[src/rtl/instr_decode_fsm.sv]
// Multi-cycle instruction decoder: latches an instruction word, sequences
// DECODE/EXEC/MEM/WB with stall and memory-timeout handling, and counts retires.
module instr_decode_fsm #(
  parameter int unsigned IMM_W   = 16,
  parameter int unsigned OP_W    = 4,
  parameter int unsigned RA_W    = 5,
  parameter logic [OP_W-1:0] MEM_OP = OP_W'(4'hE),
  parameter int unsigned NUM_OPS = 14,
  parameter int unsigned TMO     = 15,
  parameter int unsigned CNT_W   = 16,
  localparam int unsigned INSTR_W = IMM_W + OP_W + 2 + 2 * RA_W
) (
  input  logic               clk,
  input  logic               rst_n,
  input  logic               instr_valid,
  output logic               instr_ready,
  input  logic [INSTR_W-1:0] instr,
  input  logic               stall,
  input  logic               mem_ack,
  output logic [IMM_W-1:0]   imm,
  output logic [OP_W-1:0]    opcode,
  output logic               load_immediate,
  output logic               read_write,
  output logic [RA_W-1:0]    addr1,
  output logic [RA_W-1:0]    addr2,
  output logic               alu_en,
  output logic               mem_rd_en,
  output logic               mem_wr_en,
  output logic               reg_wr_en,
  output logic               illegal,
  output logic               mem_err,
  output logic               busy,
  output logic [CNT_W-1:0]   instr_count,
  output logic [2:0]         state_dbg
);

  localparam int unsigned TMR_W = (TMO > 1) ? $clog2(TMO) : 1;
  localparam logic [TMR_W-1:0] TMR_LAST = TMR_W'(TMO - 1);

  // Field positions, LSB upward: addr2, addr1, read_write, load_immediate, opcode, imm.
  localparam int unsigned A1_LSB = RA_W;
  localparam int unsigned RW_BIT = 2 * RA_W;
  localparam int unsigned LI_BIT = 2 * RA_W + 1;
  localparam int unsigned OP_LSB = 2 * RA_W + 2;
  localparam int unsigned IM_LSB = 2 * RA_W + 2 + OP_W;

  typedef enum logic [2:0] {
    S_IDLE   = 3'd0,
    S_DECODE = 3'd1,
    S_EXEC   = 3'd2,
    S_MEM    = 3'd3,
    S_WB     = 3'd4
  } state_t;

  state_t            state_q, state_d;
  logic [IMM_W-1:0]  imm_q, imm_d;
  logic [OP_W-1:0]   opcode_q, opcode_d;
  logic              li_q, li_d;
  logic              rw_q, rw_d;
  logic [RA_W-1:0]   addr1_q, addr1_d;
  logic [RA_W-1:0]   addr2_q, addr2_d;
  logic [TMR_W-1:0]  tmr_q, tmr_d;
  logic [CNT_W-1:0]  cnt_q, cnt_d;
  logic              alu_q, alu_d;
  logic              mem_rd_q, mem_rd_d;
  logic              mem_wr_q, mem_wr_d;
  logic              reg_wr_q, reg_wr_d;
  logic              illegal_q, illegal_d;
  logic              mem_err_q, mem_err_d;
  logic              retire;
  logic              accept;
  logic              op_illegal;

  // Handshake: an instruction transfers on a rising edge where instr_valid and
  // instr_ready are both 1; instr must be stable while instr_valid is high, and
  // instr_ready depends only on state, stall and rst_n (never on instr_valid).
  assign instr_ready = rst_n && (state_q == S_IDLE) && !stall;
  assign accept      = instr_valid && instr_ready;
  assign op_illegal  = (32'(opcode_q) >= NUM_OPS) && (opcode_q != MEM_OP);

  always_comb begin
    state_d   = state_q;
    imm_d     = imm_q;
    opcode_d  = opcode_q;
    li_d      = li_q;
    rw_d      = rw_q;
    addr1_d   = addr1_q;
    addr2_d   = addr2_q;
    tmr_d     = tmr_q;
    cnt_d     = cnt_q;
    illegal_d = 1'b0;
    mem_err_d = 1'b0;
    retire    = 1'b0;

    unique case (state_q)
      S_IDLE: begin
        if (accept) begin
          imm_d    = instr[IM_LSB +: IMM_W];
          opcode_d = instr[OP_LSB +: OP_W];
          li_d     = instr[LI_BIT];
          rw_d     = instr[RW_BIT];
          addr1_d  = instr[A1_LSB +: RA_W];
          addr2_d  = instr[0 +: RA_W];
          state_d  = S_DECODE;
        end
      end
      S_DECODE: begin
        if (!stall) begin
          if (op_illegal) begin
            state_d   = S_IDLE;
            illegal_d = 1'b1;
          end else if (li_q) begin
            state_d = S_WB;
          end else if (opcode_q == MEM_OP) begin
            state_d = S_MEM;
            tmr_d   = '0;
          end else begin
            state_d = S_EXEC;
          end
        end
      end
      S_EXEC: begin
        if (!stall) state_d = S_WB;
      end
      S_MEM: begin
        // An ack in the last allowed cycle still completes the access.
        if (!stall) begin
          if (mem_ack) begin
            if (rw_q) begin
              state_d = S_WB;
            end else begin
              state_d = S_IDLE;
              retire  = 1'b1;
            end
          end else if (tmr_q == TMR_LAST) begin
            state_d   = S_IDLE;
            mem_err_d = 1'b1;
          end else begin
            tmr_d = tmr_q + TMR_W'(1);
          end
        end
      end
      S_WB: begin
        if (!stall) begin
          state_d = S_IDLE;
          retire  = 1'b1;
        end
      end
      default: state_d = S_IDLE;
    endcase

    if (retire && (cnt_q != {CNT_W{1'b1}})) cnt_d = cnt_q + CNT_W'(1);

    // Strobe flops mark the state being entered; stall masks them at the output.
    alu_d    = (state_d == S_EXEC);
    reg_wr_d = (state_d == S_WB);
    mem_rd_d = (state_d == S_MEM) && rw_d;
    mem_wr_d = (state_d == S_MEM) && !rw_d;
  end

  always_ff @(posedge clk) begin
    if (!rst_n) begin
      state_q   <= S_IDLE;
      imm_q     <= '0;
      opcode_q  <= '0;
      li_q      <= 1'b0;
      rw_q      <= 1'b0;
      addr1_q   <= '0;
      addr2_q   <= '0;
      tmr_q     <= '0;
      cnt_q     <= '0;
      alu_q     <= 1'b0;
      mem_rd_q  <= 1'b0;
      mem_wr_q  <= 1'b0;
      reg_wr_q  <= 1'b0;
      illegal_q <= 1'b0;
      mem_err_q <= 1'b0;
    end else begin
      state_q   <= state_d;
      imm_q     <= imm_d;
      opcode_q  <= opcode_d;
      li_q      <= li_d;
      rw_q      <= rw_d;
      addr1_q   <= addr1_d;
      addr2_q   <= addr2_d;
      tmr_q     <= tmr_d;
      cnt_q     <= cnt_d;
      alu_q     <= alu_d;
      mem_rd_q  <= mem_rd_d;
      mem_wr_q  <= mem_wr_d;
      reg_wr_q  <= reg_wr_d;
      illegal_q <= illegal_d;
      mem_err_q <= mem_err_d;
    end
  end

  assign imm            = imm_q;
  assign opcode         = opcode_q;
  assign load_immediate = li_q;
  assign read_write     = rw_q;
  assign addr1          = addr1_q;
  assign addr2          = addr2_q;
  assign alu_en         = alu_q & ~stall;
  assign mem_rd_en      = mem_rd_q & ~stall;
  assign mem_wr_en      = mem_wr_q & ~stall;
  assign reg_wr_en      = reg_wr_q & ~stall;
  assign illegal        = illegal_q;
  assign mem_err        = mem_err_q;
  assign busy           = (state_q != S_IDLE);
  assign instr_count    = cnt_q;
  assign state_dbg      = state_q;

endmodule

[config.mk]
export PLATFORM = sky130hd
export DESIGN_NAME = instr_decode_fsm
export DESIGN_NICKNAME = d
export VERILOG_FILES = /design/src/rtl/instr_decode_fsm.sv
export SDC_FILE = /design/constraint.sdc
export NUM_CORES = 1
export LEC_CHECK = 0
export ABC_AREA = 0
export BUFFER_PORTS_ARGS = -buffer_cell sky130_fd_sc_hd__buf_2
export CAP_MARGIN = 20
export CORE_UTILIZATION = 53
export DETAILED_ROUTE_END_ITERATION = 8
export PLACE_DENSITY = 0.95
export SKIP_LAST_GASP = 1
export SYNTH_ARGS = -nofsm -noshare
export SYNTH_HDL_FRONTEND = slang
export SYNTH_SLANG_ARGS = --single-unit
[constraint.sdc]
create_clock -name clk -period 3.6 [get_ports clk]
set_input_delay 0.54 -clock clk [delete_from_list [all_inputs] [get_ports clk]]
set_output_delay 0.54 -clock clk [all_outputs]
set_load 0.03 [all_outputs]
# After elaboration in Yosys (flattened, before gate mapping)
# Index checks and enable logic that the tools add are counted.
[classes] addsub=2 magnitude_cmp=1 mux=29 n_eq_ne=18 reduce_logical=16 bitwise_logic=8
[op_table] op="3-bit two-way mux" count=10
[op_table] op="4-bit two-way mux" count=7
[op_table] op="16-bit by 1-bit adder with 16-bit output (second input constant)" count=1
[op_table] op="16-bit != test (second input constant)" count=1
[op_table] op="3-bit one-hot mux with 5 select lines" count=1
[op_table] op="2-bit != test (second input constant)" count=7
[op_table] op="3-bit by 2-bit == test with 1-bit output (second input constant)" count=4
[op_table] op="1-bit two-way mux" count=9
[op_table] op="4-bit == test (second input constant)" count=2
[op_table] op="4-bit one-hot mux with 2 select lines" count=1
[op_table] op="8-bit AND reduction" count=1
[op_table] op="1-bit logical AND" count=7
[op_table] op="3-bit == test (second input constant)" count=2
[op_table] op="4-bit by 1-bit adder with 4-bit output (second input constant)" count=1
[op_table] op="1-bit bitwise AND" count=4
[op_table] op="4-bit greater-or-equal comparator (second input constant)" count=1
[op_table] op="4-bit != test (second input constant)" count=1
[op_table] op="1-bit inverter" count=4
[op_table] op="4-bit OR reduction" count=1
[op_table] op="3-bit by 1-bit == test with 1-bit output (second input constant)" count=1
[op_table] op="3-bit zero test" count=1
[op_table] op="3-bit nonzero test" count=1
[op_table] op="3-bit OR reduction" count=1
[op_table] op="1-bit zero test" count=2
[op_table] op="3 further kinds" count=3
[word_totals] input_bits=37 ff_bits=61 output_inout_bits=59 elab_cells=89

# Longest topological paths before layout
[logic_depth] depth_word=8 mapped_depth=7 ltp_nobuf=6

# Least setup slack after synthesis
# Ideal clock, no wire load.
[synth_timing] path_kind="register to register" from="reg cnt_q[0], in the netlist instr_count[0]" to="reg cnt_q[9], in the netlist instr_count[9]" path_buffers=1 setup_time_ns=0.115 period_less_slack_ns=2.150 slack_ns=1.450 arrival_ns=2.035 path_stages_with_launch=7 required_ns=3.485 cell_sequence="dfxtp_1 -> ha_1 -> nand3_1 -> nor4_1 -> buf_2 -> nor4_1 -> o21a_1"
[synth_via] elab_chain_cells=2 elab_cells_between_ends=3 classes_between="add/sub: 1; eq/ne: 1; reduce/logical: 1"
[synth_rtl] element="start, declared" line="63" source="logic [CNT_W-1:0] cnt_q, cnt_d;"
[synth_rtl] element="start signal, assigned" line="187" source="cnt_q <= cnt_d;"
[synth_rtl] element="parallel branches: the longest is 2 deep, another holds 16-bit by 1-bit adder with 16-bit output"
# Parallel ways; which one is timed is not known.
# A chain may end at the register's enable or synchronous reset.

# Worst setup path in the final report
[layout_timing] from="reg state_q[1], in the netlist state_dbg[1]" to="reg cnt_q[4], in the netlist instr_count[4]"
[layout_via] elab_chain_cells=3 elab_cells_between_ends=4 classes_between="eq/ne: 2; mux: 1; reduce/logical: 1"
[layout_rtl] element="start, declared" line="55" source="state_t state_q, state_d;"
[layout_rtl] element="start signal, assigned" line="179" source="state_q <= state_d;"
[layout_rtl] element="3-bit == test or 3-bit by 2-bit == test with 1-bit output (tied branches)" line="95" source="unique case (state_q)"
[layout_rtl] element="1-bit one-hot mux with 2 select lines *" line="95"
[layout_rtl] element="1-bit logical AND *" line="152" source="if (retire && (cnt_q != {CNT_W{1'b1}})) cnt_d = cnt_q + CNT_W'(1);"
# Mark *: on every way between the ends. The rest lies on a longest branch, timed or not.

==> metrics.txt <==
synthesis-to-finish area growth 26.1%; Hold Path Stages 3; setup TNS 0 ns; Vias/cell 5.54; startpoint types register; CP max-delay cell dfxtp_1; placed insts 470; Peak supply drop 345 uV; CTS tree built; Post-CTS Setup Inserts 0; global-route usage over all layers 25.2%; Critical R2R Launch state_dbg[1]$_SDFF_PN0_; P_leak 1.42 nW; Post-Syn Area 0.00267 mm2; Synth Flop Type dfxtp_1; Max Slew Vio Count 0; Die Wd 73.0 um; Synth Area in Adders 1.41%; Starting Density 55.8%; layout cell share with drive strength beyond 1 28.0%; Vias 2,688; Synth Area in XOR/XNOR 0%; drt initial violations 154; Worst Setup SP state_dbg[1]$_SDFF_PN0_; Yosys top cell area share 45.8%; Crit Path Class reg -> reg; Tmin final 2.19 ns; multiplexer share of the synthesized area 2.25%; Clock transition at path regs 0.07 ns; total clock sinks 61; Num CTS Buffers 9; Hold Crit Class in -> reg; Relative slew margins 43.1%; DRT Pass-1 Iters 5; Compound-Gate Fraction of Synth Area 16.0%; RSZ-0062 raised after global routing false; n_diodes 0; Mean Syn Cell Area 8.21 um2; Fmax 457 MHz; Min-Delay Endpoint addr2[2]$_SDFFE_PN0P_; PD cells 417 mW/mm2; Final Net Count 454; Synth area leader dfxtp_1; FP Rows 25; CP Max Fanout 24; CTS Buffer Depth 2; R2R Setup Slk 1.41 ns; global-route wire length before repair 10,300 um; initial antenna violation count 0; Post-synth EDFFs 0; syn_nets 365; Seq/Total Area, Yosys 45.8%; post-route clock skew 0.0112 ns; main combinational cell family by area after synthesis simple AND/OR/NAND/NOR gates; Final Setup Violations 0; RePlAce Congestion 0.864; Worst Setup End Kind register; largest net degree at the start of global routing 34; Synth Area in Simple Gates 30.7%; Clk Latency, worst-skew pair 0.33 ns; Worst EP arrival 2.41 ns; ys async rst share 0%; final wirelength 6440 um; H-tree depth 3; hold buffer count at cts 0; Critical path buffers and inverters 0; Synth Warn # 0; Tcrit/Tclk final 60.8%; Synth area leaders dfxtp_1, nand2_1, a21oi_1; Worst-Margin Slew 0.853 ns; R2R depth 4; worst r2r dst instr_count[4]$_SDFFE_PN0P_; status finished clean; core box area 0.00479 mm2; Die Y 73.0 um; Non-Filler Instances 485; I/O pins 96; Synth Instances 325; start point of the worst hold path instr[2]; Worst Path Required 3.82 ns; Clock Tree Root clkbuf_8; crit-path leading delay family simple AND/OR/NAND/NOR gates; Final Hold Vio Count 0; drt wl/cell 13.3 um; # port buffers 95; vias in the first global route 2,335; CP cell instances or3b_1 -> o31a_4 -> or4b_1 -> o211a_1; Post-DRT Antenna Nets 0; HPWL after DPL 4480 um; Crit path largest cell delay 0.57 ns; drt drc 0; # resized after CTS 0; Cell variety after synth 41; Max Cap Violations 0; Layout fillers 366; full die area 0.00532 mm2; #FFs+latches synth 61; Remaining Overflow, GRT 0
==> final cells by class <==
| type | count | area (um2) | share of cell area [%] |
|---|---|---|---|
| timing repair buffer | 99 | 505 | 15.0 |
| multi-input combinational | 239 | 1350 | 40.1 |
| clock inverter | 5 | 62.6 | 1.86 |
| clock buffer | 10 | 128 | 3.79 |
| sequential | 61 | 1220 | 36.3 |
| tap | 67 | 83.8 | 2.49 |
| inverter | 4 | 15.0 | 0.446 |
==> kinds of logic after synthesis <==
family,Yosys count
flip-flops,61
multiplexers,6
buffers and inverters,25
AO/OA/AOI/OAI,72
AND/OR/NAND/NOR,158
adder cells (fa/ha/maj),3
==> per-layer routing <==
metal / global-route usage, % / vias up / part of all wire, %
met4: 10.9 / 0 / 1.2
met3: 9.25 / 8 / 7.9
li1: - / 1347 / -
met2: 41.6 / 114 / 49
met1: 29.4 / 1219 / 41
met5: 0 / - / 0
==> worst register-to-register path, stage by stage (launching register included) <==
cell and delay, ns:
dfxtp_1 0.57, or3b_1 0.45, o31a_4 0.40, or4b_1 0.55
o211a_1 0.13
==> power breakdown <==
part	internal [mW]	switching (mW)	total [mW]
clock	0.318	0.271	0.589
combinational	0.0396	0.0783	0.118
sequential	0.688	0.00954	0.698
total	1.05	0.359	1.40
==> state kept, by name, indices dropped and copies added (netlist names), 3 cells and up <==
name and flops:
imm 16, instr_count 16, addr1 5, addr2 5, opcode 4, tmr_q 4
state_dbg 3
==> per-stage QoR <==
stage	power [mW]	area (um2)	hold slack (ns)	util (%)	setup WS, ns
6_report	1.40	3370	0.436	70.3	1.41
5_1_grt	1.45	3370	0.429	70.3	1.28
4_1_cts	1.41	3370	0.428	70.3	1.42
3_5_place_dp	0.830	3180	0.443	66.4	1.26
3_3_place_gp	0.827	3180	0.438	66.4	1.30
2_1_floorplan	0.786	2670	0.459	-	1.45
==> synthesized netlist by cell type (all sizes together) (3+ instances only) <==
cell     n
nor2    11
dfxtp   61
and4     6
nand3b   4
o21ai    7
nand2b   7
nand2   75
a21oi   45
inv      4
or4     10
nand4    8
clkbuf  19
nor2b    6
ha       3
nand3    7
nor4     9
and3     3
mux2i    6
o31ai    9
==> cells in the final DEF (no fill, tap or decap), drive strengths merged, types with 7 or more instances in the layout <==
cell	Yosys	layout
nand4	8	8
nor4	9	9
nand2	75	75
nand3	7	7
o21ai	7	7
o31ai	9	9
a21oi	45	45
clkbuf	19	10
nand2b	7	7
buf	2	99
nor2	11	11
dfxtp	61	61
or4	10	10
==> worst max-delay path by stage <==
| stage | slack (ns) | end | cells past startpoint |
|---|---|---|---|
| after floorplan | 1.45 | instr_count[9]$_SDFFE_PN0P_ | 6 |
| after global placement | 1.30 | instr_count[4]$_SDFFE_PN0P_ | 5 |
| after detailed placement | 1.26 | instr_count[4]$_SDFFE_PN0P_ | 5 |
| after CTS | 1.42 | instr_count[4]$_SDFFE_PN0P_ | 4 |
| after global routing | 1.28 | instr_count[11]$_SDFFE_PN0P_ | 4 |
| final | 1.41 | instr_count[4]$_SDFFE_PN0P_ | 4 |
(Power assumes the default switching activity.)
